[src/rtl/prog_run_pkg.sv]
// Shared definitions for the program-run sequencer.
// - state_e : sequencer FSM states
// - Def*    : default parameter values for prog_run_seq
// - sel_w   : width of a program index. It is never zero, so P=1 still yields a 1-bit field.
package prog_run_pkg;

  typedef enum logic [2:0] {
    StIdle,
    StReq,
    StWaitLow,
    StRun,
    StNext,
    StFinish,
    StError
  } state_e;

  localparam int unsigned DefP       = 3;
  localparam int unsigned DefCw      = 16;
  localparam int unsigned DefTimeout = 4095;
  localparam int unsigned DefReqCyc  = 2;

  function automatic int unsigned sel_w(input int unsigned n);
    return (n > 1) ? $clog2(n) : 1;
  endfunction

endpackage

[src/rtl/prog_run_seq_if.sv]
// Request/done handshake between the sequencer and the core.
// - req      : request pulse to the core
// - prog_sel : index of the program being run
// - done     : level from the core, high once its program has finished
// Modports: master (sequencer side), slave (core side).
interface prog_run_seq_if #(
  parameter int unsigned P = prog_run_pkg::DefP
);
  localparam int unsigned SW = prog_run_pkg::sel_w(P);

  logic          req;
  logic [SW-1:0] prog_sel;
  logic          done;

  modport master (output req, output prog_sel, input done);
  modport slave  (input req, input prog_sel, output done);
endinterface

[src/rtl/wdog_cnt.sv]
// Saturating up-counter with synchronous clear and an equality flag.
// - clk, reset : clock, asynchronous active-low reset
// - clr        : synchronous clear (wins over en)
// - en         : count enable; the count holds once it reaches LIMIT
// - cnt        : current count
// - hit        : cnt == LIMIT
module wdog_cnt #(
  parameter int unsigned CW    = 16,
  parameter int unsigned LIMIT = 4095
) (
  input  logic          clk,
  input  logic          reset,
  input  logic          clr,
  input  logic          en,
  output logic [CW-1:0] cnt,
  output logic          hit
);

  localparam logic [CW-1:0] LimitW = CW'(LIMIT);

  logic [CW-1:0] cnt_q, cnt_d;

  assign hit = (cnt_q == LimitW);
  assign cnt = cnt_q;

  // The count holds at LIMIT, so it never wraps.
  always_comb begin
    cnt_d = cnt_q;
    if (clr) begin
      cnt_d = '0;
    end else if (en && !hit) begin
      cnt_d = cnt_q + 1'b1;
    end
  end

  always_ff @(posedge clk or negedge reset) begin
    if (!reset) begin
      cnt_q <= '0;
    end else begin
      cnt_q <= cnt_d;
    end
  end

endmodule

[src/rtl/prog_run_seq.sv]
// Host-side initiator that runs the core through P resident programs in order.
// For each program it pulses req, waits for done and reports the cycle count.
// A watchdog aborts a program that does not finish within TIMEOUT cycles.
// TIMEOUT must be below 2^CW.
// - clk, reset  : clock, asynchronous active-low reset
// - start       : begin a full sequence (honoured in IDLE and ERROR only)
// - core        : req/prog_sel/done handshake to the core
// - busy        : low in IDLE, FINISH and ERROR
// - cyc_valid   : one-cycle pulse; cyc_count belongs to the current prog_sel
// - cyc_count   : cycle count of the program just completed
// - all_done    : sticky until the next start; set when all P programs complete
// - timeout_err : sticky until the next start; a program timed out
// - err_prog    : index of the program that timed out
module prog_run_seq
  import prog_run_pkg::*;
#(
  parameter int unsigned P       = DefP,
  parameter int unsigned CW      = DefCw,
  parameter int unsigned TIMEOUT = DefTimeout,
  parameter int unsigned REQ_CYC = DefReqCyc,
  localparam int unsigned SW     = sel_w(P)
) (
  input  logic            clk,
  input  logic            reset,
  input  logic            start,
  prog_run_seq_if.master  core,
  output logic            busy,
  output logic            cyc_valid,
  output logic [CW-1:0]   cyc_count,
  output logic            all_done,
  output logic            timeout_err,
  output logic [SW-1:0]   err_prog
);

  localparam logic [SW-1:0] LastSel = SW'(P - 1);

  state_e        state_q;
  logic          req_q;
  logic [SW-1:0] prog_sel_q;
  logic          busy_q;
  logic          cyc_valid_q;
  logic [CW-1:0] cyc_count_q;
  logic          all_done_q;
  logic          timeout_err_q;
  logic [SW-1:0] err_prog_q;

  logic          wd_clr, wd_en, wd_hit;
  logic [CW-1:0] wd_cnt;
  logic          rq_clr, rq_en, rq_hit;
  logic [CW-1:0] rq_cnt;

  // The watchdog runs only while waiting on the core, so it restarts at 0 on every WAIT_LOW entry.
  always_comb begin
    wd_clr = !((state_q == StWaitLow) || (state_q == StRun));
    wd_en  = !wd_clr;
    rq_clr = (state_q != StReq);
    rq_en  = !rq_clr;
  end

  wdog_cnt #(
    .CW    (CW),
    .LIMIT (TIMEOUT)
  ) u_wdog (
    .clk   (clk),
    .reset (reset),
    .clr   (wd_clr),
    .en    (wd_en),
    .cnt   (wd_cnt),
    .hit   (wd_hit)
  );

  // The same counter times the req pulse; a limit of REQ_CYC-1 gives REQ_CYC cycles in REQ.
  wdog_cnt #(
    .CW    (CW),
    .LIMIT (REQ_CYC - 1)
  ) u_req_w (
    .clk   (clk),
    .reset (reset),
    .clr   (rq_clr),
    .en    (rq_en),
    .cnt   (rq_cnt),
    .hit   (rq_hit)
  );

  always_ff @(posedge clk or negedge reset) begin
    if (!reset) begin
      state_q       <= StIdle;
      req_q         <= 1'b0;
      prog_sel_q    <= '0;
      busy_q        <= 1'b0;
      cyc_valid_q   <= 1'b0;
      cyc_count_q   <= '0;
      all_done_q    <= 1'b0;
      timeout_err_q <= 1'b0;
      err_prog_q    <= '0;
    end else begin
      unique case (state_q)
        StIdle, StError: begin
          if (start) begin
            state_q       <= StReq;
            req_q         <= 1'b1;
            prog_sel_q    <= '0;
            busy_q        <= 1'b1;
            all_done_q    <= 1'b0;
            timeout_err_q <= 1'b0;
          end
        end
        StReq: begin
          if (rq_hit) begin
            state_q <= StWaitLow;
            req_q   <= 1'b0;
          end
        end
        StWaitLow: begin
          if (wd_hit) begin
            state_q       <= StError;
            busy_q        <= 1'b0;
            timeout_err_q <= 1'b1;
            err_prog_q    <= prog_sel_q;
          end else if (!core.done) begin
            state_q <= StRun;
          end
        end
        StRun: begin
          // A completion seen on the limit cycle still counts as a completion.
          if (core.done) begin
            state_q     <= StNext;
            cyc_count_q <= wd_cnt;
            cyc_valid_q <= 1'b1;
          end else if (wd_hit) begin
            state_q       <= StError;
            busy_q        <= 1'b0;
            timeout_err_q <= 1'b1;
            err_prog_q    <= prog_sel_q;
          end
        end
        StNext: begin
          cyc_valid_q <= 1'b0;
          if (prog_sel_q == LastSel) begin
            state_q    <= StFinish;
            busy_q     <= 1'b0;
            all_done_q <= 1'b1;
          end else begin
            state_q    <= StReq;
            req_q      <= 1'b1;
            prog_sel_q <= prog_sel_q + 1'b1;
          end
        end
        StFinish: begin
          state_q <= StIdle;
        end
        default: begin
          state_q <= StIdle;
          req_q   <= 1'b0;
          busy_q  <= 1'b0;
        end
      endcase
    end
  end

  assign core.req      = req_q;
  assign core.prog_sel = prog_sel_q;
  assign busy          = busy_q;
  assign cyc_valid     = cyc_valid_q;
  assign cyc_count     = cyc_count_q;
  assign all_done      = all_done_q;
  assign timeout_err   = timeout_err_q;
  assign err_prog      = err_prog_q;

endmodule

[src/flat_wrapper.sv]
// flat-port wrapper written by rule: the top's interface ports become plain ports
module prog_run_seq_flat import prog_run_pkg::*;
#(
  parameter int unsigned P       = DefP,
  parameter int unsigned CW      = DefCw,
  parameter int unsigned TIMEOUT = DefTimeout,
  parameter int unsigned REQ_CYC = DefReqCyc,
  localparam int unsigned SW     = sel_w(P)
)
  (clk, reset, start, busy, cyc_valid, cyc_count, all_done, timeout_err, err_prog, core_req, core_prog_sel, core_done);
  prog_run_seq_if #(.P(P)) core_i ();
  input  logic clk;
  input  logic reset;
  input  logic start;
  output logic busy;
  output logic cyc_valid;
  output logic [CW-1:0] cyc_count;
  output logic all_done;
  output logic timeout_err;
  output logic [SW-1:0] err_prog;
  output wire logic [$bits(core_i.req)-1:0] core_req;
  output wire logic [$bits(core_i.prog_sel)-1:0] core_prog_sel;
  input wire logic [$bits(core_i.done)-1:0] core_done;
  assign core_req = core_i.req;
  assign core_prog_sel = core_i.prog_sel;
  assign core_i.done = core_done;
  prog_run_seq #(.P(P), .CW(CW), .TIMEOUT(TIMEOUT), .REQ_CYC(REQ_CYC)) u_core (.clk(clk), .reset(reset), .start(start), .core(core_i), .busy(busy), .cyc_valid(cyc_valid), .cyc_count(cyc_count), .all_done(all_done), .timeout_err(timeout_err), .err_prog(err_prog));
endmodule
[config.mk]
export PLATFORM = sky130hd
export DESIGN_NAME = prog_run_seq_flat
export DESIGN_NICKNAME = d
export VERILOG_FILES = /design/src/rtl/prog_run_pkg.sv /design/src/rtl/prog_run_seq_if.sv /design/src/rtl/wdog_cnt.sv /design/src/rtl/prog_run_seq.sv /design/src/flat_wrapper.sv
export SDC_FILE = /design/constraint.sdc
export NUM_CORES = 1
export LEC_CHECK = 0
export ABC_CLOCK_PERIOD_IN_PS = 5800
export CAP_MARGIN = 20
export CORE_MARGIN = 2
export CORE_UTILIZATION = 50
export DETAILED_ROUTE_END_ITERATION = 8
export PLACE_DENSITY = 0.68
export SLEW_MARGIN = 10
export SYNTH_ARGS = -nofsm -noshare
export SYNTH_HDL_FRONTEND = slang
export SYNTH_SLANG_ARGS = --single-unit
[constraint.sdc]
create_clock -name clk -period 5.8 [get_ports clk]
set_input_delay 1.16 -clock clk [delete_from_list [all_inputs] [get_ports clk]]
set_output_delay 1.16 -clock clk [all_outputs]
set_load 0.05 [all_outputs]
==> impl_results.md <==
- Status: complete, no violations
- Yosys Warn Count: 0
- Most common cell after layout, fill and taps aside: dfrtp_1
- Fin. max-slew vios: 0
- DRT antenna net count: 0
- CP Data Required Time: 4.64 ns
- Chip Height: 80.1 um
- CP max FO: 4
- Worst-path clk slew: 0.07 ns
- Period utilisation layout: 47.2%
- H-tree levels: 3
- CTS buffer count: 9
- Hold path depth: 2
- Commonest cells after routing, fill and taps aside: 60 x dfrtp_1, 27 x clkdlybuf4s50_1, 23 x a21oi_1
- Top delay family on crit path: buffers and inverters
- Drc violations: 0
- Synth cell types: 44
- Critical Path AT: between 1.5 and 2 ns
- Top_reg_cell synth: dfrtp_1
- Maximum Capacitance Violations: 0
- Routability Congestion: 0.833
- Post-Syn Area: 2900 um^2
- Reg2reg path depth: 4
- Endpoints failing setup: 0
- CTS Buffer Depth: 2
- Largest net degree at the start of global routing: 61
- FP Rows: 27
- Worst-margin pin slew: between 0.8 and 0.9 ns
- Hold_buf cts: 0
- Hold Crit Class: reg -> reg
- CTS Root Cell: clkbuf_8
- Core box area: around 5500 um^2
- Nets@finish: 319
- Avg Inst Size Synth: 10.3 um^2
- Die ar.: 6420 um^2
- Slowest stage cell, crit path: clkdlybuf4s50_1
- Buf+Inv Stages, Crit Path: 1
- Share of cells above drive strength 1: 13.0%
- Drt pass-1 iters: 4
- Register Area: 1500 um^2
- Final Hold Vio Count: 0
- Clk_skew: 0.00613 ns
- Final wirelength: 5420 um
- Fin util: 62.0%
- Clock latency on the worst-skew pair: 0.33 ns
- Fmax: between 300 and 400 MHz
- Max IR drop VDD: 0.329 mV
- Setup TNS: 0 ns
- Crit path depth: 1
- P per Cell Area: 346 nW/um^2
- CP endpoint kind: output pin
- RSZ-0062 raised after global routing: no
- Crit path launch type: register
- CP Cell Sequence: clkdlybuf4s50_1
- Initial antenna violation count: 0
- DR vias: ~2200
- Seq/Total Area, Yosys: about half
- Gate Count Post-Synth: between 200 and 300
- Via density: 5.66
- DPL Wire Length: 3540 um
- Ant diodes: 0
- DR iter-0 viols: between 80 and 90
- Hold_ws: 0.479 ns
- Async SR Flop Fraction: 100%
- Minimum clock period: about 2.7 ns
- Io pins: 29
- Net count of the mapped netlist: 290
- Area Growth Syn to Fin: 18.6%
- Number of synthesized flops with an enable pin: 0
- TritonCTS Sinks: 60
- Starting Density: between 50% and 60%
- Synth Register Bits: 60
- Total gr overflow: 0
- FILL cells: roughly 470
- DP Cell Count: ~370
- CTS tree: done
- Lkg Pwr: 1.43 nW
- First-pass GRT wire length: between 9000 and 10000 um
- Post-CTS Setup Bufs: 0
- Port bufs: 28
- Crit Path Class: reg -> out
- Number of global-route vias before repair: 2019
- Max-slew headroom: 46.2%
- Crit path largest cell delay: ~0.83 ns
- Drt wl/cell: 14.0 um
- GRT Total Usage: roughly a fifth
- PostCTS Resize Cnt: 0
- Area of the multi-input gates: 1310 um^2
- Fin cells: 388
- Chip width: 80.1 um
-- report_power, final --
part           switching, mW  internal, mW  total (mW)
combinational          0.183         0.100       0.283
clock                  0.156         0.251       0.407
sequential            0.0444         0.453       0.497
total                  0.383         0.805        1.19
-- through the flow --
stage | area [um^2] | worst slack [ns] | total power [mW]
6_report | 3430 | 3.06 | 1.19
5_1_grt | 3430 | 2.99 | 1.26
4_1_cts | 3430 | 3.06 | 1.20
3_5_place_dp | 3220 | 2.71 | 0.791
3_3_place_gp | 3220 | 2.75 | 0.788
2_1_floorplan | 2900 | 3.72 | 0.713
-- cell families after synthesis --
kind of cell | synth area share, %
AND/OR/NAND/NOR | 20.5
flip-flops | 51.8
AO/OA/AOI/OAI | 11.7
buffers and inverters | 3.07
multiplexers | 6.95
XOR/XNOR | 4.23
adder cells (fa/ha/maj) | 1.73
-- routing by layer --
metal,wire [um],track usage (%),up-vias
met5,0,0,-
met4,112,10.7,0
met3,178,5.06,11
met2,2510,27.3,36
met1,2620,26.3,1066
li1,-,-,1085
-- worst paths after layout --
path,startpoint,end,slack [ns]
worst max-delay path,u_core.core.prog_sel[1],core_prog_sel[1],3.06
worst min-delay path,u_core.cyc_count[8],u_core.cyc_count[8],0.48
worst max register to register,u_core.u_wdog.cnt[12],u_core.err_prog[1],3.43
worst min register to register,u_core.cyc_count[8],u_core.cyc_count[8],0.48
max in group asynchronous,reset,u_core.u_req_w.cnt[8],4.35
min in group asynchronous,reset,u_core.cyc_count[11],0.97
-- cell usage after synthesis (2+ instances only) --
cell type   n  area (um^2)
nor2b_1     2         12.5
xnor2_1    11         96.3
o22ai_1     3         18.8
or4_4       2         22.5
ha_1        4         50.1
or4_1       2         15.0
buf_2       2         10.0
nor2_1     20         75.1
nor4_1      7         43.8
nand3b_1    2         15.0
mux2_2     17          191
xor2_1      3         26.3
o21ai_0    18         90.1
and3_1      3         18.8
nand2b_1    5         31.3
o31ai_1     3         22.5
or3_1      12         75.1
dfrtp_1    60         1500
nand3_1    12         60.1
nor3_1      5         25.0
nand4_1     9         56.3
inv_1      10         37.5
and4_1      2         17.5
a21oi_1    23          115
nand2_1    19         71.3
clkbuf_1    8         30.0
-- area by class of cell --
cell class                      count  area share (%)
Sequential cell                    60            43.7
Multi-Input combinational cell    201            38.0
Timing Repair Buffer               29            8.23
Clock buffer                       11            4.12
Tap cell                           72            2.62
Clock inverter                      5            2.19
Inverter                           10            1.09
-- flip-flops by register name (all words and copies together), names as in the netlist --
register / count
u_core.timeout_err: 1
u_core.cyc_valid: 1
u_core.all_done: 1
u_core.u_wdog.cnt: 16
u_core.core.prog_sel: 2
u_core.busy: 1
u_core.state_q: 3
u_core.core.req: 1
u_core.err_prog: 2
u_core.u_req_w.cnt: 16
u_core.cyc_count: 16
-- worst min-delay path: stages, from the launching register on --
cell     delay (ns)
dfrtp_1        0.34
nand2_1        0.04
o21ai_0        0.06
Power figures use the tool's default switching activity.
